### src/rtl/pattern_seq_pkg.sv
// pattern_seq_pkg: shared constants, state type, pattern table and length mapping for the pattern sequencer
package pattern_seq_pkg;
  localparam int NSTEPS = 6;
  localparam int SW = 3;
  typedef enum logic [1:0] {IDLE, RUN, PAUSE, DONE} state_t;
  localparam logic [SW-1:0] PAT [0:NSTEPS-1] = '{3'b000, 3'b001, 3'b011, 3'b101, 3'b111, 3'b010};
  function automatic logic [SW-1:0] len_eff(input logic [SW-1:0] l);
    return (l == '0 || int'(l) > NSTEPS) ? SW'(NSTEPS) : l;
  endfunction
endpackage

### src/rtl/pattern_rom.sv
// pattern_rom: combinational step index to pattern word lookup
module pattern_rom
  import pattern_seq_pkg::*;
(
  input  logic [SW-1:0] step,
  output logic [SW-1:0] result
);
  assign result = (int'(step) < NSTEPS) ? PAT[step] : '0;
endmodule

### src/rtl/pattern_seq_ctrl.sv
// pattern_seq_ctrl: start/pause/stop/loop sequencer driving the 6-step pattern with registered outputs
module pattern_seq_ctrl
  import pattern_seq_pkg::*;
(
  input  logic          clk,
  input  logic          clr,
  input  logic          start,
  input  logic          stop,
  input  logic          hold,
  input  logic          mode,
  input  logic [SW-1:0] len,
  output logic [SW-1:0] step,
  output logic [SW-1:0] result,
  output logic          busy,
  output logic          done,
  output logic          wrap
);
  state_t state, nxt_state;
  logic [SW-1:0] last, nxt_step, pat;
  logic nxt_done, nxt_wrap;
  pattern_rom u_rom (.step(nxt_step), .result(pat));
  always_comb begin
    nxt_state = state;
    nxt_step = step;
    nxt_done = 1'b0;
    nxt_wrap = 1'b0;
    if (stop) begin
      nxt_state = IDLE;
      nxt_step = '0;
    end else begin
      case (state)
        IDLE: begin
          nxt_step = '0;
          nxt_state = start ? RUN : IDLE;
        end
        RUN: begin
          if (hold) nxt_state = PAUSE;
          else if (step != last) nxt_step = step + SW'(1);
          else if (mode) begin
            nxt_step = '0;
            nxt_wrap = 1'b1;
          end else begin
            nxt_state = DONE;
            nxt_done = 1'b1;
          end
        end
        PAUSE: nxt_state = hold ? PAUSE : RUN;
        default: begin
          nxt_state = IDLE;
          nxt_step = '0;
        end
      endcase
    end
  end
  always_ff @(posedge clk) begin
    if (clr) begin
      state <= IDLE;
      step <= '0;
      result <= '0;
      busy <= 1'b0;
      done <= 1'b0;
      wrap <= 1'b0;
      last <= SW'(NSTEPS - 1);
    end else begin
      if (state == IDLE && start && !stop) last <= len_eff(len) - SW'(1);
      state <= nxt_state;
      step <= nxt_step;
      result <= pat;
      busy <= nxt_state == RUN || nxt_state == PAUSE;
      done <= nxt_done;
      wrap <= nxt_wrap;
    end
  end
endmodule

### config.mk
export PLATFORM = sky130hd
export DESIGN_NAME = pattern_seq_ctrl
export DESIGN_NICKNAME = d
export VERILOG_FILES = /design/src/rtl/pattern_seq_pkg.sv /design/src/rtl/pattern_rom.sv /design/src/rtl/pattern_seq_ctrl.sv
export SDC_FILE = /design/constraint.sdc
export NUM_CORES = 1
export LEC_CHECK = 0
export CAP_MARGIN = 20
export CORE_MARGIN = 2
export CORE_UTILIZATION = 47
export CTS_CLUSTER_DIAMETER = 80
export CTS_CLUSTER_SIZE = 30
export DETAILED_ROUTE_END_ITERATION = 8
export PLACE_DENSITY = 0.81
export SLEW_MARGIN = 15
export SYNTH_ARGS = -nofsm -noshare
export SYNTH_HDL_FRONTEND = slang
export SYNTH_HIERARCHICAL = 1
export SYNTH_SLANG_ARGS = --single-unit
### constraint.sdc
create_clock -name clk -period 2.7 [get_ports clk]
set_input_delay 0.54 -clock clk [delete_from_list [all_inputs] [get_ports clk]]
set_output_delay 0.54 -clock clk [all_outputs]
set_load 0.005 [all_outputs]
# Yosys cells after proc, flatten, opt, wreduce, memory -nomap -nowiden
# Memories as Yosys holds them, arrays and structs flattened. A register that Yosys moved wholly into a read port is not among the register bits.
# Cells that the tools add are included.
[totals]
regBits = 11
mem_bits_ro = 24
elab_cells = 43
output_inout_bits = 9
n_memories = 1
[mem_list]
columns = ["name", "depth", "width", "rd", "rd_clocked_by_memory_dff", "write_ports", "line_no", "rtl"]
rows = [
  ["(no name shown)", 8, 3, 1, 1, 0, "pattern_rom.sv:8", "assign result = (int'(step) < NSTEPS) ? PAT[step] : '0;"],
]
[op_classes]
reduce_logical = 9
muxes = 15
n_eq_ne = 5
addsub = 2
bitwise_logic = 3
magnitude_cmp = 2
[ops]
columns = ["operator", "count"]
rows = [
  ["$mux 3", 5],
  ["$mux 2", 5],
  ["$pmux 2 s3", 1],
  ["$pmux 3 s2", 1],
  ["$reduce_or 5->1", 1],
  ["$eq 2x1->1 const B", 2],
  ["$eq 2x2->1 const B", 2],
  ["$not 3->4", 1],
  ["$add 3x1->3 const B", 1],
  ["$gt 3x3->1 const B", 1],
  ["$logic_not 3->1", 1],
  ["$lt 3x3->1 const B", 1],
  ["$mux 1", 3],
  ["$ne 3x3->1", 1],
  ["$sub 3x1->3 const B", 1],
  ["$logic_and 1x1->1", 2],
  ["$logic_not 2->1", 1],
  ["$logic_or 1x1->1", 2],
  ["$not 1->1", 2],
  ["$reduce_or 2->1", 1],
  ["$logic_not 1->1", 1],
]

# Logic depth before layout (Yosys ltp)
[logic_depth]
depth_word = 8
mapped_depth = 10
mapped_depth_nobuf = 10

# Cells and area by module
# The synthesis kept the hierarchy.
[modules_own_cells]
columns = ["module", "cells_per_inst", "n_inst", "area_each_um2", "seq_area_each_um2"]
rows = [
  ["pattern_seq_ctrl", 82, 1, 718.2, 280.3],
  ["pattern_rom", 6, 1, 40.0, 0.0],
]

# Least setup slack after synthesis
# Ideal clock, no wire load.
[synth_path]
path_kind = "register -> register"
start = "register state[1]"
end = "register result[2]"
stages_incl_launch_ff = 11
t_arrival_ns = 1.801
period_less_slack_ns = 1.914
path_slack_ns = 0.786
path_cell_list = "dfxtp_1 inv_1 ha_1 nand2b_1 o41ai_1 o21ai_0 o21a_1 nor2_1 nand2b_1 mux2i_1 nor2b_1"
[synth_between]
elab_chain_cells = 6
word_cells_on_any_way = 8
classes_between = "1 x order compare; 2 x eq/ne; 2 x mux; 2 x bitwise; 1 x reduce/logical"
[synth_rtl]
columns = ["element", "line_no", "rtl"]
rows = [
  ["from (decl)", "pattern_seq_ctrl.sv:18", "state_t state, nxt_state;"],
  ["from (signal assigned)", "pattern_seq_ctrl.sv:66", "state <= nxt_state;"],
  ["$eq 2x2->1 / $eq 2x1->1 (equally long branches)", "pattern_seq_ctrl.sv:31", "case (state)"],
  ["$pmux 3 s2 *", "pattern_seq_ctrl.sv:31", ""],
  ["$mux 3 *", "pattern_seq_ctrl.sv:27", "if (stop) begin"],
  ["named net nxt_step[2]", "pattern_seq_ctrl.sv:19", "logic [SW-1:0] last, nxt_step, pat;"],
  ["$lt 3x3->1", "pattern_rom.sv:8", ""],
  ["$not 1->1 (no line)", "-", ""],
  ["$reduce_or 2->1 (no line)", "-", ""],
  ["to (decl)", "pattern_seq_ctrl.sv:13", "output logic [SW-1:0] result,"],
]
# Mark *: on every way through the listed nets, which the timed path passes. The rest lies on a longest branch.
# A chain may end at the register's enable or synchronous reset.

# Worst setup path in the final report
[layout_path]
start = "input mode"
end = "register result[2]"
[layout_between]
elab_chain_cells = 8
word_cells_on_any_way = 9
classes_between = "1 x order compare; 5 x mux; 2 x bitwise; 1 x reduce/logical"
[layout_rtl]
columns = ["element", "line_no", "rtl"]
rows = [
  ["from (decl)", "pattern_seq_ctrl.sv:10", "input logic mode,"],
  ["$mux 3 *", "pattern_seq_ctrl.sv:39", "else if (mode) begin"],
  ["$mux 3 *", "pattern_seq_ctrl.sv:38", "else if (step != last) nxt_step = step + SW'(1);"],
  ["$mux 3 *", "pattern_seq_ctrl.sv:37", "if (hold) nxt_state = PAUSE;"],
  ["$pmux 3 s2 *", "pattern_seq_ctrl.sv:31", ""],
  ["$mux 3 *", "pattern_seq_ctrl.sv:27", ""],
  ["named net nxt_step[2]", "pattern_seq_ctrl.sv:19", ""],
  ["$lt 3x3->1", "pattern_rom.sv:8", ""],
  ["$not 1->1 (no line)", "-", ""],
  ["$reduce_or 2->1 (no line)", "-", ""],
]
# Marks and branches as above.

==> reports/metrics.csv <==
metric,value,unit
Final Cycle Share,91.2,%
initial antenna violation count,0,
die height,44.2,um
RSZ-0062 raised after global routing,no,
Hold Path Class,reg2reg,
"Max FO, Critical Path",4,
WL per Instance,12.1,um
Layout Nets,125,
"Net Count, Synth",103,
# rows,14,
Hold Buf Count CTS,0,
first-pass GRT wire length,2.57,mm
P_int,0.320,mW
Post-synth EDFFs,0,
setup TNS after final layout,0,ps
CTS buffer count,3,
vias per cell,5.62,
area grow syn2layout,29.9,%
Final Hold Viols,0,
skew final,3.45,ps
launch point of the worst reg-to-reg path,state[1],
leakage,0.385,nW
Gate Count Post-Synth,88,
post-synthesis xor/xnor area fraction,7.92,%
cell count of the worst hold path,2,
combinational family with the most area after synthesis,simple AND/OR/NAND/NOR gates,
chip width,44.2,um
Post-CTS Resized,0,
# DRC,0,
vias in the first global route,652,
measured slew at the worst slew-check pin,568,ps
CP arrival,2620,ps
Cell Pwr Density,419,nW/um^2
sw frac,22.5,%
CORE AREA,1510,um^2
Max Freq,0.406,GHz
Flop pwr share,52.1,%
Port Buf Inserts,17,
Post-Synth Simple-Gate Area,26.1,%
share of the synthesized area in the top cell type,37.0,%
critical path launch point type,input pin,
r2r endpoint,result[2],
clock sink count,14,
TritonRoute pass-1 iters,4,
CTS Buffer Depth,2,
depth of the most critical reg-to-reg path,10,
P_sw,0.0926,mW
status,completed,
largest net degree at the start of global routing,10,
async set-reset flop share out of synthesis,0,%
adder-cell share of the synthesized area,9.90,%
Crit Path Category,in2reg,
I/O pins,18,
#FFs+latches synth,14,
required time of the critical path,2860,ps
"leading cell types in the layout, fill and taps excluded","22 x nor2_1, 17 x clkdlybuf4s50_1, 14 x dfxtp_1",
synth unique cells,29,
die area,1950,um^2
"commonest non-fill, non-tap cell in the layout",nor2_1,
synth top area cells,"dfxtp_1 37%, nor2_1 11%, ha_1 9.9%",
Synth Area in Compound Gates,14.9,%
clock slew at reported path FFs,80,ps
CTS H-tree depth,1,
post-synthesis sequential area ratio,37.0,%
Post-synth top flop,dfxtp_1,
clk root buf,clkbuf_4,
n_diodes,0,
initial core utilization,50.3,%
Slew Limit Fails,0,
syn_area_per_cell,8.62,um^2
worst vdd ir,0.000273,V
Pwr Total,0.412,mW
post-detail-place hpwl,1.22,mm
flop2flop setup slack,360,ps
1st-iter DRT viols,11,
routability cong.,0.774,
top cell type by total area after synthesis,dfxtp_1,
Gate power share,12.9,%
"antenna viol nets, final",0,
setup bufs post-CTS,0,
Synth Cell Area,758,um^2
share of layout cells above drive strength 1,8.26,%
Routed WL,1.51,mm
CTS tree,yes,
Worst Hold End,last[1],
# fillers,140,
Worst Hold Launch,last[1],
Clock Power Share,35.0,%
grt ovf,0,
max_slew headroom,61.6,%
post-layout min period,2460,ps
Yosys Warn Count,6,
clk_lat worst skew,270,ps
Hold WS,517,ps
multiplexer share of the synthesized area,1.32,%
MaxCap Viol Count,0,
final setup fails,0,
Crit. End Element,flop,
Via Count,703,
All-Layer GR Usage,18.1,%
-- logic make-up after synthesis --
family	Yosys count
AOI/OAI and AO/OA	15
xor gates and xnor gates	6
adders and majority gates	6
buffers and inverters	6
DFF	14
muxes	1
and+or+nand+nor	40
-- sequential cells by signal, summed over array words and instances, names as in the netlist --
signal	count
busy	1
state	2
step	3
last	3
result	3
wrap	1
done	1
-- critical path, cell delays in order --
cell and delay, ps:
clkdlybuf4s50_1 470, nand2b_1 190, o41ai_1 490, o21ai_0 210, o21a_1 150, nor2_1 190, nand2b_1 170, mux2i_1 80
nor2b_1 130
-- Yosys cell counts, drive strengths merged (2+ instances only) --
master,n
o41ai,2
inv,6
a211o,2
nand2,3
o21ai,2
nor2b,4
ha,6
xnor2,2
xor2,4
nand2b,4
nor2,22
a21oi,3
or3,2
dfxtp,14
-- worst max path at each step --
stage	from	end	slack, ps	cells after the start
3_3_place_gp	mode	result[2]	210	9
3_5_place_dp	mode	result[2]	0.7	9
5_1_grt	mode	result[2]	30	9
6_report	mode	result[2]	240	9
2_1_floorplan	state[1]	result[2]	790	10
4_1_cts	mode	result[2]	290	9
-- routing by layer --
metal / vias to the layer above / GRT usage [%] / routed length (um)
met1: 324 / 19.4 / 580
met5: - / 0 / 0
met4: 0 / 6.67 / 17
li1: 350 / - / -
met3: 4 / 4.90 / 91
met2: 25 / 33.5 / 822
-- area by class of cell --
| class | instances | area (um^2) | share of cell area (%) |
|---|---|---|---|
| Clock buffer | 4 | 36.3 | 3.68 |
| Inverter | 6 | 22.5 | 2.29 |
| Multi-Input combinational cell | 68 | 455 | 46.3 |
| Sequential cell | 14 | 280 | 28.5 |
| Tap cell | 16 | 20.0 | 2.03 |
| Timing Repair Buffer | 17 | 170 | 17.3 |
-- power by group through the flow --
| stage | Clock [mW] | Combinational, mW | Sequential (mW) |
|---|---|---|---|
| 3_3_place_gp | 0 | 0.0512 | 0.220 |
| 5_1_grt | 0.156 | 0.0599 | 0.215 |
| 2_1_floorplan | 0 | 0.0295 | 0.219 |
| 3_5_place_dp | 0 | 0.0526 | 0.220 |
| 4_1_cts | 0.148 | 0.0533 | 0.215 |
| 6_report | 0.144 | 0.0531 | 0.215 |
-- through the flow --
step	area, um^2	util, %	worst slack, ps	std cells
5_1_grt	985	65.4	34.7	125
4_1_cts	985	65.4	293	125
3_3_place_gp	948	63.0	207	121
2_1_floorplan	758	-	786	88
3_5_place_dp	948	63.0	0.675	121
6_report	985	65.4	237	125
(Power assumes the default switching activity.)
